File: config.mk
export PLATFORM = sky130hd
export DESIGN_NAME = cmd_bus_arbiter
export DESIGN_NICKNAME = d
export VERILOG_FILES = /design/src/rtl/cmd_bus_arbiter.sv
export SDC_FILE = /design/constraint.sdc
export NUM_CORES = 1
export LEC_CHECK = 0
export BUFFER_PORTS_ARGS = -buffer_cell sky130_fd_sc_hd__buf_2
export CAP_MARGIN = 20
export CORE_AREA = 2 2 131 133
export CTS_CLUSTER_DIAMETER = 120
export DETAILED_ROUTE_END_ITERATION = 8
export DIE_AREA = 0 0 133 135
export GPL_TIMING_DRIVEN = 0
export SYNTH_ARGS = -nofsm -noshare
export SYNTH_HDL_FRONTEND = slang
export SYNTH_SLANG_ARGS = --single-unit
File: constraint.sdc
create_clock -name clk -period 3.7 [get_ports clk]
set_input_delay 0.555 -clock clk [delete_from_list [all_inputs] [get_ports clk]]
set_output_delay 0.555 -clock clk [all_outputs]
set_load 0.02 [all_outputs]
File: src/rtl/cmd_bus_arbiter.sv
// cmd_bus_arbiter: shares the chip command bus among NREQ single-beat read/write requesters.
// Build option: define CMD_ARB_FIXED_PRIO_EN for lowest-index-wins priority instead of round-robin.
module cmd_bus_arbiter #(
   parameter int NREQ   = 4,
   parameter int RD_LAT = 2,
   parameter int IDW    = $clog2(NREQ)
) (
   input  logic                 clk,
   input  logic                 rst,
   input  logic [NREQ-1:0]      req,
   input  logic [NREQ-1:0]      req_wr,
   input  logic [NREQ*19-1:0]   req_addr,
   input  logic [NREQ*32-1:0]   req_data,
   output logic [NREQ-1:0]      ack,
   output logic [31:0]          rdata,
   output logic [IDW-1:0]       grant_id,
   output logic                 busy,
   output logic [18:0]          cmd_bus_addr,
   output logic [31:0]          cmd_bus_data,
   output logic                 cmd_bus_en,
   output logic                 cmd_bus_rd,
   output logic                 cmd_bus_wr,
   input  logic [31:0]          cmd_bus_rdata
);

   // state | meaning
   // IDLE  | no transaction; arbitrate when any req is set
   // ISSUE | bus strobes driven for exactly one cycle
   // RWAIT | read latency countdown; capture bus data at zero
   // DONE  | one-cycle ack to the winner
   localparam logic [1:0] S_IDLE  = 2'd0;
   localparam logic [1:0] S_ISSUE = 2'd1;
   localparam logic [1:0] S_RWAIT = 2'd2;
   localparam logic [1:0] S_DONE  = 2'd3;

   localparam int CNTW = (RD_LAT > 1) ? $clog2(RD_LAT) : 1;

   logic [1:0]      state;
   logic [CNTW-1:0] cnt;
   logic [IDW-1:0]  win;
   logic            found;

`ifndef CMD_ARB_FIXED_PRIO_EN
   logic [IDW-1:0]  ptr;
   int              idx;

   // Search starts just after the last winner and wraps, so every requester is reached.
   always_comb begin
      win   = '0;
      found = 1'b0;
      idx   = 0;
      for (int k = 1; k <= NREQ; k++) begin
         idx = (int'(ptr) + k) % NREQ;
         if (!found && req[IDW'(idx)]) begin
            win   = IDW'(idx);
            found = 1'b1;
         end
      end
   end
`else
   always_comb begin
      win   = '0;
      found = 1'b0;
      for (int k = 0; k < NREQ; k++) begin
         if (!found && req[IDW'(k)]) begin
            win   = IDW'(k);
            found = 1'b1;
         end
      end
   end
`endif

   always_ff @(posedge clk or posedge rst) begin
      if (rst) begin
         state        <= S_IDLE;
         cnt          <= '0;
         grant_id     <= '0;
         busy         <= 1'b0;
         ack          <= '0;
         rdata        <= '0;
         cmd_bus_en   <= 1'b0;
         cmd_bus_rd   <= 1'b0;
         cmd_bus_wr   <= 1'b0;
         cmd_bus_addr <= '0;
         cmd_bus_data <= '0;
`ifndef CMD_ARB_FIXED_PRIO_EN
         ptr          <= IDW'(NREQ-1);
`endif
      end else begin
         ack          <= '0;
         cmd_bus_en   <= 1'b0;
         cmd_bus_rd   <= 1'b0;
         cmd_bus_wr   <= 1'b0;
         cmd_bus_addr <= '0;
         cmd_bus_data <= '0;
         case (state)
            S_IDLE: begin
               if (|req) begin
                  // Bus registers double as the latched request for the ISSUE cycle.
                  grant_id     <= win;
                  cmd_bus_en   <= 1'b1;
                  cmd_bus_wr   <= req_wr[win];
                  cmd_bus_rd   <= !req_wr[win];
                  cmd_bus_addr <= req_addr[int'(win)*19 +: 19];
                  cmd_bus_data <= req_data[int'(win)*32 +: 32];
                  busy         <= 1'b1;
                  state        <= S_ISSUE;
`ifndef CMD_ARB_FIXED_PRIO_EN
                  ptr          <= win;
`endif
               end
            end
            S_ISSUE: begin
               if (cmd_bus_wr) begin
                  ack[grant_id] <= 1'b1;
                  state         <= S_DONE;
               end else begin
                  cnt   <= CNTW'(RD_LAT-1);
                  state <= S_RWAIT;
               end
            end
            S_RWAIT: begin
               if (cnt == '0) begin
                  rdata         <= cmd_bus_rdata;
                  ack[grant_id] <= 1'b1;
                  state         <= S_DONE;
               end else begin
                  cnt <= cnt - 1'b1;
               end
            end
            S_DONE: begin
               busy  <= 1'b0;
               state <= S_IDLE;
            end
            default: state <= S_IDLE;
         endcase
      end
   end

endmodule

**After elaboration in Yosys (flattened, before gate mapping)**

Cells that the tools add are included.

- Flip-flop bits (word level): 98
- Latch bits: 0
- Memory bits (writable): 0
- Memory bits (read-only): 0
- Input bits: 246
- Output and inout port bits: 93
- Logic and storage cells: 96
- Memories kept: 0

- $add $sub $neg: 5
- Multipliers: 1
- Div/mod/pow operators: 0
- $lt $le $gt $ge: 7
- Equality and inequality tests: 6
- Shift-type cells: 2
- Muxes and demuxes: 45
- Bitwise logic cells: 1
- Reduce and logical (&&, ||, !) cells: 17

Operators by type and width:

| cell | number |
|---|---|
| variable part select 128 x 8 -> 32 bit | 1 |
| variable part select 76 x 8 -> 19 bit | 1 |
| 2-to-1 mux 32 bit | 2 |
| 2-to-1 mux 19 bit | 2 |
| 2-to-1 mux 1 bit | 23 |
| < comparator 2 x 4 -> 1 bit (second input constant) | 4 |
| 2-to-1 mux 2 bit | 6 |
| binary-select mux 1 bit (select 2 bit) | 5 |
| AND reduction 2 bit | 5 |
| 2-to-1 mux 4 bit | 2 |
| case mux 2 bit (4 select lines) | 1 |
| case mux 4 bit (2 select lines) | 1 |
| multiplier 2 x 5 -> 7 bit (second input constant) | 1 |
| < comparator 2 x 3 -> 1 bit (second input constant) | 2 |
| != test 2 bit (second input constant) | 3 |
| adder 2 x 1 -> 2 bit (second input constant) | 2 |
| adder 2 bit (second input constant) | 2 |
| equality test 2 bit (second input constant) | 2 |
| logical AND 1 bit | 4 |
| logical NOT 1 bit | 4 |
| case mux 1 bit (2 select lines) | 2 |
| nonzero test 2 bit | 2 |
| OR reduction 4 bit | 1 |
| demux 1 bit (select 2 bit) | 1 |
| 5 further kinds | 5 |

**Depth between registers and ports, before layout**

- Depth after elaboration: 19
- Mapped depth: 8
- Mapped depth without buffers: 6

**Least setup slack after synthesis**

OpenSTA, ideal clock, no wires.

- Path type: input-to-reg
- Start point: input port req[1]
- End point: register cmd_bus_addr[17]
- Library setup time: 0.127 ns
- Arrival: 1.654 ns
- Required time: 3.573 ns
- Setup slack: 1.919 ns
- Cell stages on the path: 8
- Buffers on the path: 3
- Cells stage by stage: and3_1 > a31oi_1 > and2_1 > buf_6 > buf_12 > buf_8 > mux2i_1 > o22ai_2

- Word-level cells in the longest chain between the ends: 17

RTL lines:

| element | RTL line | source |
|---|---|---|
| start: declaration | 10 | `input logic [NREQ-1:0] req,` |
| binary-select mux 1 bit (select 2 bit) | 54 | `if (!found && req[IDW'(idx)]) begin` |
| 2-to-1 mux 1 bit (implied by the code) (2 in a row) | 54 |  |
| 2-to-1 mux 1 bit | 54 |  |
| logical NOT 1 bit | 54 |  |
| logical AND 1 bit | 54 |  |
| 2-to-1 mux 1 bit | 54 |  |
| logical NOT 1 bit | 54 |  |
| logical AND 1 bit | 54 |  |
| 2-to-1 mux 1 bit | 54 |  |
| logical NOT 1 bit | 54 |  |
| logical AND 1 bit | 54 |  |
| 2-to-1 mux 2 bit | 54 |  |
| multiplier 2 x 5 -> 7 bit | 104 | `cmd_bus_addr <= req_addr[int'(win)*19 +: 19];` |
| variable part select 76 x 8 -> 19 bit | 104 |  |
| 2-to-1 mux 19 bit (*) | 98 | `if (\|req) begin` |
| 2-to-1 mux 19 bit (*) | 96 | `case (state)` |
| end signal: assignment | 104 |  |
| end: declaration | 18 | `output logic [18:0] cmd_bus_addr,` |

Every way passes the cells marked *; elsewhere a longest branch is shown, timed or not. The select of a mux whose other input is x is not followed.
A chain may end at the register's enable or synchronous reset.

**Worst setup path after layout**

- Start point: input port req[1]
- End point: register cmd_bus_data[25]

- Word-level cells in the longest chain between the ends: 16

RTL lines:

| element | RTL line | source |
|---|---|---|
| binary-select mux 1 bit (select 2 bit) | 54 |  |
| 2-to-1 mux 1 bit (implied by the code) (2 in a row) | 54 |  |
| 2-to-1 mux 1 bit | 54 |  |
| logical NOT 1 bit | 54 |  |
| logical AND 1 bit | 54 |  |
| 2-to-1 mux 1 bit | 54 |  |
| logical NOT 1 bit | 54 |  |
| logical AND 1 bit | 54 |  |
| 2-to-1 mux 1 bit | 54 |  |
| logical NOT 1 bit | 54 |  |
| logical AND 1 bit | 54 |  |
| 2-to-1 mux 2 bit | 54 |  |
| variable part select 128 x 8 -> 32 bit | 105 | `cmd_bus_data <= req_data[int'(win)*32 +: 32];` |
| 2-to-1 mux 32 bit (*) | 98 |  |
| 2-to-1 mux 32 bit (*) | 96 |  |
| end signal: assignment | 105 |  |
| end: declaration | 19 | `output logic [31:0] cmd_bus_data,` |

Marks and branches as above.

==> impl_metrics.tcl <==
set metrics [dict create \
    outcome "finished, final reports clean" \
    clk_pin_slew_worst_paths_ns 0.07 \
    clkSinkCount 98 \
    cp_slowest_stage_delay_ns 0.47 \
    htree_levels 3 \
    synth.largest_area_cell "dfrtp_1" \
    cp-end-kind "register" \
    peakVddDrop_mv 0.301 \
    core_sq_mm 0.0164 \
    path_class "input pin to register" \
    drive_gt1_share_pct 58.0 \
    grt_max_degree 66 \
    cp_max_fo 10 \
    fin_crit_sh_pct 55.7 \
    layout.cells.non_filler 949 \
    maxSlewViolCount 0 \
    clk_latency_ns 0.35 \
    syn2layout_area_growth_pct 47.7 \
    num_vias 4328 \
    synth_edf_count 0 \
    synth_seq_cells 98 \
    viasPerCell 4.56 \
    post_cts_buffers 0 \
    grt_pass1_wl_um 23400 \
    clock_tree.root_cell "clkbuf_16" \
    final.setup_skew_ns 0.0120 \
    post-route-drc-count 0 \
    synthCells 373 \
    cts_hold_buffers 0 \
    final_hold_viol_count 0 \
    syn_area_sq_mm 0.00482 \
    start_util_pct 29.4 \
    nNetsFinal 973 \
    p_leak_uw 0.00390 \
    dieArea_sq_mm 0.0180 \
    grt_overflow_total 0 \
    period_minus_slack_ns 2.06 \
    critPathLaunchType "input pin" \
    drv_cap 0 \
    min-delay-path-class "input pin to asynchronous set/reset pin" \
    grt_pass1_vias 4394 \
    path_cells "buf_2 -> nor4_1 -> nand2b_1 -> buf_4 -> inv_2 -> nand2_2 -> buf_2 -> o22ai_1" \
    wl_per_cell_um 16.5 \
    drtPass1Iterations 4 \
    async_flop_share_pct 100 \
    cts_tree "done" \
    ys.flop_type "dfrtp_1" \
    rsz0062_at_grt "no" \
    synth_nets 623 \
    cp_data_required_time_ns 3.91 \
    mostFrequentLayoutCells "buf_2 (351), mux2i_1 (103), dfrtp_1 (96), o22ai_1 (50), mux2_2 (32)" \
    worstPathArrival_ns 2.27 \
    synth_top_cell_area_share_pct 49.9 \
    synth_area_leaders "dfrtp_1 (50%), mux2i_1 (21%), mux2_2 (7.5%), o22ai_1 (6.5%), buf_12 (2.5%)" \
    cts_resized 0 \
    synth_cell_types 42 \
    gp_congestion 0.787 \
    finalSetupViolCount 0 \
    dieWidth_um 133 \
    timing.hold.ws_ns 0.233 \
    numPortBuffers 338 \
    drt_wl_total_um 15700 \
    rows 47 \
    grt_usage_pct 17.1 \
    dr.first_iter.drc_count 104 \
    ys.warnings.count 0 \
    syn_avg_cell_area_sq_um 12.9 \
    fin_ws_ns 1.64 \
    cts_buffers 9 \
    place_inst 932 \
    die_height_um 135 \
    clock.fmax_mhz 485 \
    mostFrequentLayoutCell "buf_2" \
    antenna_left 0 \
    powerDensity_mw_per_mm2 791 \
    total_power_uw 5630 \
    antenna_found_initial 1 \
    max-slew-margin-rel_pct 67.4 \
    crit_slowest_cell "nor4_1" \
    path_common_cell "buf_2" \
    worst_pin_slew_ns 0.485 \
    dp.final_hpwl_um 12400 \
    dp_slack_ns 1.22 \
    clk_path_buf_depth 2 \
    seq_area_frac_synth_pct 51.0 \
    io_pins 339 \
]
[final cells by class]
type / instances / area (sq um)
Antenna cell: 1 / 2.50
Buffer: 27 / 260
Clock buffer: 10 / 239
Clock inverter: 6 / 57.6
Fill cell: 1577 / 9290
Inverter: 7 / 28.8
Multi-Input combinational cell: 241 / 2080
Sequential cell: 98 / 2450
Tap cell: 220 / 275
Timing Repair Buffer: 339 / 1720
[per-layer routing]
metal	GRT usage (%)	vias up	share of wire, %
met5	0	-	0
met3	4.88	15	8.2
met4	5.26	0	1.3
met2	30.4	228	50
met1	19.9	1988	40
li1	-	2097	-
[sequential cells by signal, summed over array words and instances, names as in the netlist, 2 cells and up]
signal        count
grant_id          2
cmd_bus_data     32
cmd_bus_addr     19
rdata            32
ptr               2
ack               4
state             2
[cell usage after synthesis (2+ instances only)]
library cell	instances
nand2_2	2
dfrtp_1	96
nand2b_1	3
buf_2	13
mux2_2	32
inv_1	6
nand2_1	8
nor2_1	5
ha_1	4
o22ai_1	50
nor3b_1	2
o21ai_0	2
a31oi_1	3
mux2i_1	103
buf_8	2
o21ai_1	4
dfstp_2	2
a21oi_1	2
nor4_1	3
clkbuf_4	3
nor2b_1	2
buf_12	6
[stage by stage]
step | setup TNS [ns] | instance area, sq um | util (%)
5_1_grt | 0 | 7110 | 43.3
6_report | 0 | 7110 | 43.4
2_1_floorplan | 0 | 4820 | -
3_5_place_dp | 0 | 6810 | 41.5
3_3_place_gp | -71.51 | 6780 | 41.3
4_1_cts | 0 | 7110 | 43.3
[kinds of logic after synthesis]
| logic type | Yosys count | synth area share (%) |
|---|---|---|
| AO/OA/AOI/OAI | 72 | 9.84 |
| adder cells (fa/ha/maj) | 4 | 1.04 |
| buffers and inverters | 34 | 5.95 |
| flip-flops | 98 | 51.0 |
| multiplexers | 136 | 29.1 |
| AND/OR/NAND/NOR | 29 | 3.09 |
[power by group]
part | switching [uW] | internal, uW | total (uW)
Combinational | 1680 | 1290 | 2970
Clock | 444 | 489 | 934
Sequential | 192 | 1530 | 1730
[final timing paths]
path | start | slack [ns] | endpoint | cells after the start
worst max-delay path | req[1] | 1.64 | cmd_bus_data[25] | 8
worst min-delay path | rst | 0.23 | cmd_bus_data[17] | 2
worst max register to register | ptr[1] | 1.64 | cmd_bus_data[25] | 6
worst min register to register | rdata[16] | 0.50 | rdata[16] | 1
max in group asynchronous | rst | 2.74 | ptr[0] | 3
min in group clk | cmd_bus_rdata[2] | 0.43 | rdata[2] | 2
[critical path, delay by kind of cell]
kind / cells / cell delay [ns]
and+or+nand+nor: 3 / 0.82
buffers and inverters: 4 / 0.71
AOI/OAI and AO/OA: 1 / 0.16
(Power assumes the default switching activity.)
